## config.mk

```make
export PLATFORM = sky130hd
export DESIGN_NAME = wishbone_initiator
export DESIGN_NICKNAME = d
export VERILOG_FILES = /design/src/rtl/wishbone_initiator.sv
export SDC_FILE = /design/constraint.sdc
export NUM_CORES = 1
export LEC_CHECK = 0
export CORE_ASPECT_RATIO = 1.5
export CORE_UTILIZATION = 48
export DETAILED_ROUTE_END_ITERATION = 12
export HOLD_SLACK_MARGIN = 0.03
export PLACE_DENSITY_LB_ADDON = 0.1
export SLEW_MARGIN = 20
export SYNTH_ARGS = -nofsm -noshare
export SYNTH_HDL_FRONTEND = slang
export SYNTH_SLANG_ARGS = --single-unit
```

## constraint.sdc

```tcl
create_clock -name clk_i -period 3.8 [get_ports clk_i]
set_input_delay 0.76 -clock clk_i [delete_from_list [all_inputs] [get_ports clk_i]]
set_output_delay 0.76 -clock clk_i [all_outputs]
set_load 0.05 [all_outputs]
```

## src/rtl/wishbone_initiator.sv

```systemverilog
// wishbone_initiator
//   Converts single-beat read/write requests into Wishbone classic bus cycles
//   on a big-endian 32-bit data bus, with retry and timeout handling.
//
// Ports
//   clk_i, rst_i              : rising-edge clock, asynchronous active-low reset
//   req_valid_i / req_ready_o : request handshake (ready only while idle)
//   req_addr_i                : byte address
//   req_we_i                  : 1 = write, 0 = read
//   req_size_i                : 0 = byte, 1 = half, 2 = word, 3 = reserved
//   req_wdata_i               : right-aligned write data
//   resp_valid_o              : one-cycle response pulse
//   resp_rdata_o              : right-aligned, zero-extended read data (0 for writes/errors)
//   resp_err_o                : response error flag
//   cyc_o, stb_o, we_o, adr_o, sel_o, dat_o, dat_i, ack_i, err_i, rty_i
//                             : Wishbone classic initiator signals
module wishbone_initiator #(
    parameter int unsigned TIMEOUT_CYCLES = 255,
    parameter int unsigned MAX_RETRY      = 3
) (
    input  logic        clk_i,
    input  logic        rst_i,
    input  logic        req_valid_i,
    output logic        req_ready_o,
    input  logic [31:0] req_addr_i,
    input  logic        req_we_i,
    input  logic [1:0]  req_size_i,
    input  logic [31:0] req_wdata_i,
    output logic        resp_valid_o,
    output logic [31:0] resp_rdata_o,
    output logic        resp_err_o,
    output logic        cyc_o,
    output logic        stb_o,
    output logic        we_o,
    output logic [31:0] adr_o,
    output logic [3:0]  sel_o,
    output logic [31:0] dat_o,
    input  logic [31:0] dat_i,
    input  logic        ack_i,
    input  logic        err_i,
    input  logic        rty_i
);

    // Timer holds 0 .. TIMEOUT_CYCLES-1; the last value is the final BUS cycle.
    localparam int unsigned TW = (TIMEOUT_CYCLES > 1) ? $clog2(TIMEOUT_CYCLES) : 1;
    localparam logic [TW-1:0] TIMER_LAST = TW'(TIMEOUT_CYCLES - 1);
    localparam int unsigned RW = (MAX_RETRY > 0) ? $clog2(MAX_RETRY + 1) : 1;
    localparam logic [RW-1:0] RETRY_MAX = RW'(MAX_RETRY);

    typedef enum logic [1:0] {
        IDLE    = 2'd0,
        BUS     = 2'd1,
        BACKOFF = 2'd2,
        RESP    = 2'd3
    } state_t;

    state_t          state_reg;
    logic [1:0]      size_reg;
    logic [1:0]      off_reg;
    logic [TW-1:0]   timer_reg;
    logic [RW-1:0]   retry_reg;

    // Request decode (evaluated on the live request inputs at acceptance)
    logic            req_misaligned;
    logic [3:0]      req_sel;
    logic [31:0]     req_lanes;

    always_comb begin
        req_misaligned = 1'b0;
        req_sel        = 4'b1111;
        req_lanes      = req_wdata_i;
        case (req_size_i)
            2'd0: begin
                req_sel   = 4'b1000 >> req_addr_i[1:0];
                req_lanes = {4{req_wdata_i[7:0]}};
            end
            2'd1: begin
                req_misaligned = req_addr_i[0];
                req_sel        = req_addr_i[1] ? 4'b0011 : 4'b1100;
                req_lanes      = {2{req_wdata_i[15:0]}};
            end
            2'd2: begin
                req_misaligned = |req_addr_i[1:0];
            end
            default: begin
                req_misaligned = 1'b1;
            end
        endcase
    end

    // Byte lane k of the bus sits at dat[31-8k -: 8] (big-endian).
    logic [7:0] rd_lane [4];
    genvar gi;
    generate
        for (gi = 0; gi < 4; gi++) begin : g_rd_lane
            assign rd_lane[gi] = dat_i[31 - 8*gi -: 8];
        end
    endgenerate

    logic [31:0] rd_aligned;
    always_comb begin
        rd_aligned = dat_i;
        case (size_reg)
            2'd0:    rd_aligned = {24'd0, rd_lane[off_reg]};
            2'd1:    rd_aligned = off_reg[1] ? {16'd0, rd_lane[2], rd_lane[3]}
                                             : {16'd0, rd_lane[0], rd_lane[1]};
            default: rd_aligned = dat_i;
        endcase
    end

    // Termination decode for the BUS state: err > ack > rty, then timeout.
    logic bus_finish;
    logic bus_fail;
    logic bus_retry;
    always_comb begin
        bus_finish = 1'b0;
        bus_fail   = 1'b0;
        bus_retry  = 1'b0;
        if (err_i) begin
            bus_finish = 1'b1;
            bus_fail   = 1'b1;
        end else if (ack_i) begin
            bus_finish = 1'b1;
        end else if (rty_i) begin
            if (retry_reg < RETRY_MAX) begin
                bus_retry = 1'b1;
            end else begin
                bus_finish = 1'b1;
                bus_fail   = 1'b1;
            end
        end else if (timer_reg == TIMER_LAST) begin
            bus_finish = 1'b1;
            bus_fail   = 1'b1;
        end
    end

    always_ff @(posedge clk_i or negedge rst_i) begin
        if (!rst_i) begin
            state_reg    <= IDLE;
            size_reg     <= 2'd0;
            off_reg      <= 2'd0;
            timer_reg    <= '0;
            retry_reg    <= '0;
            req_ready_o  <= 1'b0;
            resp_valid_o <= 1'b0;
            resp_rdata_o <= 32'd0;
            resp_err_o   <= 1'b0;
            cyc_o        <= 1'b0;
            stb_o        <= 1'b0;
            we_o         <= 1'b0;
            adr_o        <= 32'd0;
            sel_o        <= 4'd0;
            dat_o        <= 32'd0;
        end else begin
            resp_valid_o <= 1'b0;
            case (state_reg)
                IDLE: begin
                    retry_reg <= '0;
                    if (req_ready_o && req_valid_i) begin
                        req_ready_o <= 1'b0;
                        size_reg    <= req_size_i;
                        off_reg     <= req_addr_i[1:0];
                        timer_reg   <= '0;
                        if (req_misaligned) begin
                            state_reg <= RESP;
                        end else begin
                            state_reg <= BUS;
                            cyc_o     <= 1'b1;
                            stb_o     <= 1'b1;
                            we_o      <= req_we_i;
                            adr_o     <= req_addr_i;
                            sel_o     <= req_sel;
                            dat_o     <= req_we_i ? req_lanes : 32'd0;
                        end
                    end else begin
                        req_ready_o <= 1'b1;
                    end
                end
                BUS: begin
                    if (bus_finish) begin
                        state_reg    <= RESP;
                        cyc_o        <= 1'b0;
                        stb_o        <= 1'b0;
                        we_o         <= 1'b0;
                        adr_o        <= 32'd0;
                        sel_o        <= 4'd0;
                        dat_o        <= 32'd0;
                        resp_valid_o <= 1'b1;
                        resp_err_o   <= bus_fail;
                        resp_rdata_o <= (bus_fail || we_o) ? 32'd0 : rd_aligned;
                    end else if (bus_retry) begin
                        state_reg <= BACKOFF;
                        cyc_o     <= 1'b0;
                        stb_o     <= 1'b0;
                        retry_reg <= retry_reg + 1'b1;
                    end else begin
                        timer_reg <= timer_reg + 1'b1;
                    end
                end
                BACKOFF: begin
                    // Address/data/select stay latched; only the strobe pair drops.
                    state_reg <= BUS;
                    cyc_o     <= 1'b1;
                    stb_o     <= 1'b1;
                    timer_reg <= '0;
                end
                RESP: begin
                    // Bus-terminated responses arrive with the pulse already set.
                    // A misaligned request enters here with no pulse yet, so it
                    // spends one extra cycle raising its error response.
                    if (resp_valid_o) begin
                        state_reg   <= IDLE;
                        req_ready_o <= 1'b1;
                    end else begin
                        resp_valid_o <= 1'b1;
                        resp_err_o   <= 1'b1;
                        resp_rdata_o <= 32'd0;
                    end
                end
                default: begin
                    state_reg <= IDLE;
                end
            endcase
        end
    end

endmodule

```

==> results of run 1 <==
[report_power, final]
part	leakage, nW	switching, mW	total, mW	internal [mW]
Combinational	1.69	1.89	2.97	1.08
Sequential	1.64	0.350	1.99	1.64
Clock	0.285	0.618	1.59	0.977
Total	3.62	2.86	6.56	3.70
[Yosys cell counts, drive strengths merged (2+ instances only)]
master / instances
a22o: 81
o21ai: 24
a22oi: 8
nor2: 11
nand2: 36
and3: 2
xnor2: 2
dfrtp: 121
a21oi: 13
nand4: 3
a211o: 2
or3: 10
o21a: 4
inv: 5
nand2b: 3
or4b: 2
ha: 3
o2bb2ai: 32
a21o: 2
a31o: 2
buf: 27
nand3: 6
nor3: 3
clkbuf: 14
or2: 2
mux2i: 34
[worst max-delay path: stages]
cell             delay, ns
clkdlybuf4s50_1       0.57
nor3_1                0.38
o31a_1                0.28
buf_4                 0.37
and2_1                0.58
a22o_1                0.22
[per-stage QoR]
step / cell area (um2) / worst slack (ns) / total power, mW
2_1_floorplan: 5480 / 1.61 / 3.92
3_3_place_gp: 7660 / 0.701 / 4.91
3_5_place_dp: 7660 / 0.576 / 4.97
4_1_cts: 8250 / 0.988 / 6.58
5_1_grt: 8250 / 0.822 / 6.85
6_report: 8250 / 0.969 / 6.56
[cell type report]
type	instances	area [um2]	area share, %
clock inverter	15	168	2.03
clock buffer	17	425	5.16
sequential	121	3030	36.7
inverter	5	18.8	0.227
timing repair buffer	220	2190	26.5
tap	147	184	2.23
antenna	1	2.50	0.0303
multi-input combinational	300	2240	27.1
[final timing paths]
path,slack (ns),endpoint,depth (start not counted),startpoint
worst max-delay path,0.97,dat_o[4],6,req_addr_i[0]
max in group asynchronous,2.74,dat_o[17],2,rst_i
worst min register to register,0.49,dat_o[18],1,dat_o[18]
min in group clk_i,0.49,dat_o[18],1,dat_o[18]
worst max register to register,1.19,dat_o[4],5,state_reg[1]
worst min-delay path,0.25,retry_reg[0],1,rst_i
[cell families after synthesis]
group | synth area share (%)
compound gates | 25.7
simple gates | 7.70
flops | 55.3
buf+inv | 3.91
mux | 6.42
xor+xnor | 0.320
fa+ha+maj | 0.685
[layer usage]
metal  GRT usage (%)  vias up  routed length, um
li1                -     2175                  -
met1            33.1     2345               5970
met2            45.5      208               7920
met3            9.11       38               1200
met4            12.3        0                522
met5               0        -                  0
==> flow_summary.yaml, run 1 <==
placement:
  dpl.cell_count: 793
  hpwl_mm: 11.3
  port_buffers: 210
  place_congestion: 0.860
drt:
  drt_iter0_drc: 254
  wl_per_cell_um: 18.9
  firstDrtPassIters: 5
  drt-vias-per-instance: 5.77
  final_antenna_net_count: 0
  num_vias: 4766
  wl_mm: 15.6
  drc_errors: 0
yosys:
  synthFlopType: "dfrtp_1"
  syn_area_per_cell_um2: 11.7
  seq_area_frac_synth_pct: 55.3
  synth_seq_cells: 121
  syn_area_um2: 5480
  yosysUniqueCellTypes: 50
  synth_fp_nets: 575
  synth_async_sr_flop_share_pct: 100
  synth_top_cell_area_share_pct: 55.3
  ys_warn_count: 0
  synthCells: 467
  synth_edf_count: 0
  ys_top_cells_by_area: "dfrtp_1 55%, a22o_1 13%, mux2i_1 6.2%"
  synth_top_area_cell: "dfrtp_1"
clocking:
  post_cts_buffers: 0
  path_clk_slew_ns: 0.06
  ctsHtreeMaxLevel: 4
  cts_tree: "yes"
  cts_resized: 0
  root_buffer: "clkbuf_16"
  clock-sinks: 121
  hold_buffers: 0
  numCtsBuffers: 17
  clk_path_buf_depth: 2
  clock_latency_ns: 0.41
global_route:
  grt_pass1_vias: 4984
  grt_max_degree: 99
  antenna_found_initial: 1
  grt_pass1_wl_mm: 25.1
  overflow: 0
  grt_use_total_pct: 27.9
hold_path:
  hp-class: "in -> async"
timing:
  rsz0062_at_grt: "no"
  fin_crit_ns: 2.83
  slew_violations: 0
  fin_setup_tns_ns: 0
  hold_ws_ns: 0.248
  finalSetupViolations: 0
  hold_viol: 0
  fmax_mhz: 353
  slew_headroom_pct: 39.4
  finalCritPeriodShare_pct: 74.5
  worstMarginPinSlew_ns: 0.909
  finalClockSkew_ns: 0.00612
critical_path:
  crit_type: "in -> reg"
  crit_fanout: 33
  critPathArrivalTime_ns: 3.18
  cp-end-kind: "flop"
  cp.required_ns: 4.15
  critPathLaunchType: "input port"
finish:
  layout_common_cells: "209 x clkdlybuf4s50_1, 121 x dfrtp_1, 79 x a22o_1"
  syn_to_final_growth_pct: 50.7
  final_util_pct: 74.6
  nets: 773
  biggestRegsByFlops: "adr_o x32, dat_o x32, resp_rdata_o x32"
  n_fill_cell: 789
  stdcell_count: 826
  layout_commonest_cell: "clkdlybuf4s50_1"
  drive_above_1_share_pct: 8.26
job:
  drv_cap: 0
outcome:
  status: "finished clean"
die:
  core_um2: 11100
  pin_count: 211
  die_w_um: 89.2
  initial_utilization_pct: 49.5
  die_h_um: 133
  die-area_um2: 11800
  rows: 47
pwr:
  p_leak_nw: 3.62
  powerDensity_nw_per_um2: 794
  peakVddDrop_uv: 565
(Power assumes the default switching activity.)
==> run 2, diff against run 1 <==
CORE_UTILIZATION = 44   (was 48)
clock period = 2.65 ns   (was 3.8 ns; I/O delays follow)
==> run 2 against run 1 <==
Global-route usage is 2.8 points lower; die area grew 8.9%; sequential cell count stayed put; sequential power up 39%; clock power increased by 53%; first-iteration DRC count decreased by 32%; non-clock buffer count grew 12; count of clock-buffer cells in the layout grew 5; critical path depth shrank 5.
==> flow_summary.yaml, run 2 (synthesized netlist as in run 1, its figures left out) <==
timing:
  slew_violations: 0
  finalSetupViolations: 0
  fin_setup_tns_ns: 0
  finalClockSkew_ns: 0.0101
  fin_crit_ns: 2.20
  slew_headroom_pct: 46.2
  fmax_mhz: 454
  finalCritPeriodShare_pct: 83.1
  hold_viol: 0
  fin_ws_ns: 0.448
  rsz0062_at_grt: "no"
  worstMarginPinSlew_ns: 0.805
drt:
  drt-vias-per-instance: 5.63
  drc_errors: 0
  final_antenna_net_count: 0
  wl_per_cell_um: 18.5
  firstDrtPassIters: 4
  drt_iter0_drc: 172
  wl_mm: 15.6
  num_vias: 4731
pwr:
  p_switching_mw: 4.02
  peakVddDrop_uv: 862
  power.share.sequential_pct: 28.7
  p_int_mw: 5.66
  p_total_mw: 9.68
  comb_power_share_pct: 46.2
  p_sw_share_pct: 41.5
  clkPwrFrac_pct: 25.2
  powerDensity_nw_per_um2: 1150
  p_leak_nw: 3.72
global_route:
  grt_use_total_pct: 25.1
  grt_pass1_wl_mm: 25.4
  antenna_found_initial: 0
  grt_max_degree: 54
  grt_pass1_vias: 4930
  overflow: 0
clocking:
  root_buffer: "clkbuf_16"
  clock-sinks: 121
  ctsHtreeMaxLevel: 4
  numCtsBuffers: 17
  clk_path_buf_depth: 2
  hold_buffers: 0
  clock_latency_ns: 0.40
  path_clk_slew_ns: 0.05
  cts_resized: 0
  post_cts_buffers: 0
  cts_tree: "yes"
critical_path:
  critical_path.top_delay_family: "buffers and inverters"
  cp-startpoint: "req_ready_o"
  crit_fanout: 6
  cp.required_ns: 2.12
  worst-r2r-cell-count: 5
  slowest_stage: "clkdlybuf4s50_1"
  r2r_start: "state_reg[1]"
  reg2reg_slack_ns: 0.59
  worstSetupPathDepth: 1
  crit_type: "reg -> out"
  crit_buf_inv: 1
  worst_path_largest_cell_delay_ns: 0.86
  crit_end: "req_ready_o"
  critPathArrivalTime_ns: 1.67
  critPathLaunchType: "flop"
  cp-end-kind: "output pin"
  path_cells: "clkdlybuf4s50_1"
  r2r-end: "dat_o[28]"
finish:
  layout_commonest_cell: "clkdlybuf4s50_1"
  finalInstanceArea_um2: 8420
  drive_above_1_share_pct: 9.45
  syn_to_final_growth_pct: 53.7
  n_fill_cell: 931
  nets: 785
  biggestRegsByFlops: "adr_o x32, dat_o x32, resp_rdata_o x32"
  layout_common_cells: "209 x clkdlybuf4s50_1, 121 x dfrtp_1, 79 x a22o_1"
  stdcell_count: 841
  diodes: 0
die:
  die-area_um2: 12900
  initial_utilization_pct: 45.3
  die_w_um: 93.1
  rows: 49
  die_h_um: 139
  core_um2: 12100
  pin_count: 211
placement:
  place_congestion: 0.772
  post-place-ws_ns: 0.118
  dpl.cell_count: 811
  place_area_um2: 7790
  port_buffers: 210
  hpwl_mm: 11.5
outcome:
  status: "finished clean"
job:
  drv_cap: 0
hold_path:
  hp-class: "in -> async"
[run 2: cell type report]
| class | instances | area (um2) | share of cell area [%] |
|---|---|---|---|
| Clock buffer | 22 | 484 | 5.75 |
| Clock inverter | 8 | 143 | 1.69 |
| Inverter | 5 | 18.8 | 0.223 |
| Multi-Input combinational cell | 300 | 2240 | 26.6 |
| Sequential cell | 121 | 3030 | 36.0 |
| Tap cell | 153 | 191 | 2.27 |
| Timing Repair Buffer | 232 | 2310 | 27.5 |
[run 2: worst min path at each step]
stage / slack (ns) / start / to / depth (start not counted)
after floorplan: 0.23 / rst_i / adr_o[0] / 0
after global placement: 0.47 / dat_o[9] / dat_o[9] / 1
after detailed placement: 0.47 / resp_rdata_o[12] / resp_rdata_o[12] / 1
after CTS: 0.16 / rst_i / timer_reg[6] / 1
after global routing: 0.17 / rst_i / retry_reg[0] / 1
final: 0.13 / rst_i / retry_reg[0] / 1
[run 2: metal layers]
layer  GRT usage, %  vias to the layer above  wire [um]
met3           6.52                       35        879
met1           29.8                     2326       6200
met4           11.9                        0        588
met5              0                        -          0
met2           42.0                      175       7930
li1               -                     2195          -
[run 2: power groups by stage]
| stage | combinational, mW | clock, mW | sequential [mW] |
|---|---|---|---|
| detailed placement | 4.47 | 0 | 2.78 |
| CTS | 4.48 | 2.48 | 2.78 |
| finish | 4.47 | 2.44 | 2.77 |
| global placement | 4.40 | 0 | 2.78 |
| global route | 4.70 | 2.57 | 2.85 |
| floorplan | 1.41 | 0 | 4.22 |
[run 2: through the flow]
stage               hold WS, ns  util [%]
global placement          0.472      64.5
detailed placement        0.473      64.5
global route              0.168      69.7
finish                    0.132      69.7
floorplan                 0.234         -
CTS                       0.156      69.7
==> run 3, diff against run 2 <==
CORE_UTILIZATION = 40   (was 44)
clock period = 2 ns   (was 2.65 ns; I/O delays follow)
==> run 3 against run 2 <==
Combinational power increased by 31%; sequential share of layout area fell by 0.79 points; total power up 31%; clock skew up 0.0027 ns; critical path depth is the same; largest power group unchanged; sequential power increased by 30%; sequential cell count unchanged; first-iteration DRC count grew 1.7%; final cell count rose by 3.3%; die area increased by 9.8%; register-to-register slack worse by 0.49 ns; via count is 0.61% higher.
==> flow_summary.yaml, run 3 (synthesized netlist as in run 1, its figures left out) <==
outcome:
  status: "finished clean"
critical_path:
  r2r-end: "dat_o[3]"
  worst_path_largest_cell_delay_ns: 0.81
  crit_type: "reg -> out"
  crit_fanout: 2
  critical_path.top_delay_family: "buffers and inverters"
  cp-end-kind: "output pin"
  cp.required_ns: 1.60
  crit_buf_inv: 1
  critPathLaunchType: "flop"
  crit_end: "adr_o[6]"
  cp-startpoint: "adr_o[6]"
  r2r_start: "retry_reg[0]"
  worst-r2r-cell-count: 6
  path_cells: "clkdlybuf4s50_1"
  slowest_stage: "clkdlybuf4s50_1"
  reg2reg_slack_ns: 0.10
  worstSetupPathDepth: 1
  critPathArrivalTime_ns: 1.57
clocking:
  path_clk_slew_ns: 0.06
  clock-sinks: 121
  cts_tree: "yes"
  clk_path_buf_depth: 2
  clock_latency_ns: 0.40
  root_buffer: "clkbuf_16"
  post_cts_buffers: 0
  numCtsBuffers: 17
  ctsHtreeMaxLevel: 4
global_route:
  met3_usage_pct: 6.70
  grt_max_degree: 45
  grt_util_met2_pct: 40.0
  grt_pass1_vias: 5036
  overflow: 0
  grt_use_total_pct: 23.6
  grtUsageMet1_pct: 28.5
  busiest_layer: "met2"
  antenna_found_initial: 1
  grt_pass1_wl_mm: 26.8
timing:
  slew_violations: 0
  fin_ws_ns: 0.0310
  finalCritPeriodShare_pct: 98.5
  finalClockSkew_ns: 0.0128
  fin_crit_ns: 1.97
  worstMarginPinSlew_ns: 0.543
  finalSetupViolations: 0
  fmax_mhz: 508
  hold_viol: 0
  rsz0062_at_grt: "no"
  slew_headroom_pct: 63.7
pwr:
  comb_power_share_pct: 46.2
  clkPwrFrac_pct: 25.5
  p_switching_mw: 5.43
  p_int_mw: 7.29
  peakVddDrop_uv: 745
  p_leak_nw: 4.61
  p_total_mw: 12.7
  power.share.sequential_pct: 28.4
  powerDensity_nw_per_um2: 1480
  p_sw_share_pct: 42.7
placement:
  hpwl_mm: 11.7
  post-place-ws_ns: -0.358
  place_area_um2: 7910
  place_congestion: 0.811
  dpl.cell_count: 835
  port_buffers: 210
finish:
  biggestRegsByFlops: "adr_o x32, dat_o x32, resp_rdata_o x32"
  stdcell_count: 869
  finalInstanceArea_um2: 8610
  final-seq-area_um2: 3030
  nets: 801
  syn_to_final_growth_pct: 57.2
  multi_input_area_um2: 2240
  layout_common_cells: "125 x clkdlybuf4s50_1, 121 x dfrtp_1, 79 x a22o_1"
  drive_above_1_share_pct: 14.0
  layout_commonest_cell: "clkdlybuf4s50_1"
  n_fill_cell: 1124
die:
  die-area_um2: 14200
  rows: 52
  die_w_um: 97.5
  core_um2: 13400
  initial_utilization_pct: 40.9
  pin_count: 211
  die_h_um: 145
drt:
  num_vias: 4760
  wl_mm: 16.0
  final_antenna_net_count: 0
  drc_errors: 0
  firstDrtPassIters: 4
  drt_iter0_drc: 175
  drt-vias-per-instance: 5.48
  wl_per_cell_um: 18.4
job:
  drv_cap: 0
hold_path:
  hp-class: "reg -> reg"
run 3: area by class of cell:
class                           count  area share (%)
Sequential cell                   121            35.2
Timing Repair Buffer              248            28.9
Multi-Input combinational cell    300            26.0
Clock buffer                       18            4.99
Tap cell                          162            2.35
Clock inverter                     14            2.30
Inverter                            5           0.218
Antenna cell                        1          0.0291
run 3: power groups by stage:
stage | clock network (mW) | logic (mW) | registers, mW
final | 3.24 | 5.87 | 3.61
after global routing | 3.41 | 6.23 | 3.70
after floorplan | 0 | 1.86 | 5.59
after CTS | 3.30 | 5.93 | 3.62
after detailed placement | 0 | 6.06 | 3.63
after global placement | 0 | 5.98 | 3.62
run 3: layer usage:
metal	part of all wire [%]	up-vias
li1	-	2236
met1	41	2336
met2	52	170
met3	6.0	18
met4	1.7	0
met5	0	-
run 3: repair_timing:
item,CTS,global route
gates cloned,0,0
setup endpoints to repair,29,38
resized for setup,29,38
hold buffers,1,0
endpoints found under the hold margin,30,0
run 3: how the worst min path moves through the flow:
stage	end	from	cells after the start	slack, ns
3_5_place_dp	timer_reg[3]	rst_i	1	0.41
4_1_cts	resp_rdata_o[2]	resp_rdata_o[2]	1	0.49
5_1_grt	resp_err_o	resp_err_o	1	0.50
2_1_floorplan	adr_o[0]	rst_i	0	0.10
3_3_place_gp	timer_reg[3]	rst_i	1	0.39
6_report	resp_rdata_o[12]	resp_rdata_o[12]	1	0.48
run 3: per-stage QoR:
stage / utilization [%] / TNS, ns / hold slack (ns)
2_1_floorplan: - / 0 / 0.104
4_1_cts: 63.5 / 0 / 0.490
3_5_place_dp: 59.0 / -17.64 / 0.407
5_1_grt: 64.2 / 0 / 0.495
3_3_place_gp: 59.0 / -16.53 / 0.392
6_report: 64.2 / 0 / 0.482
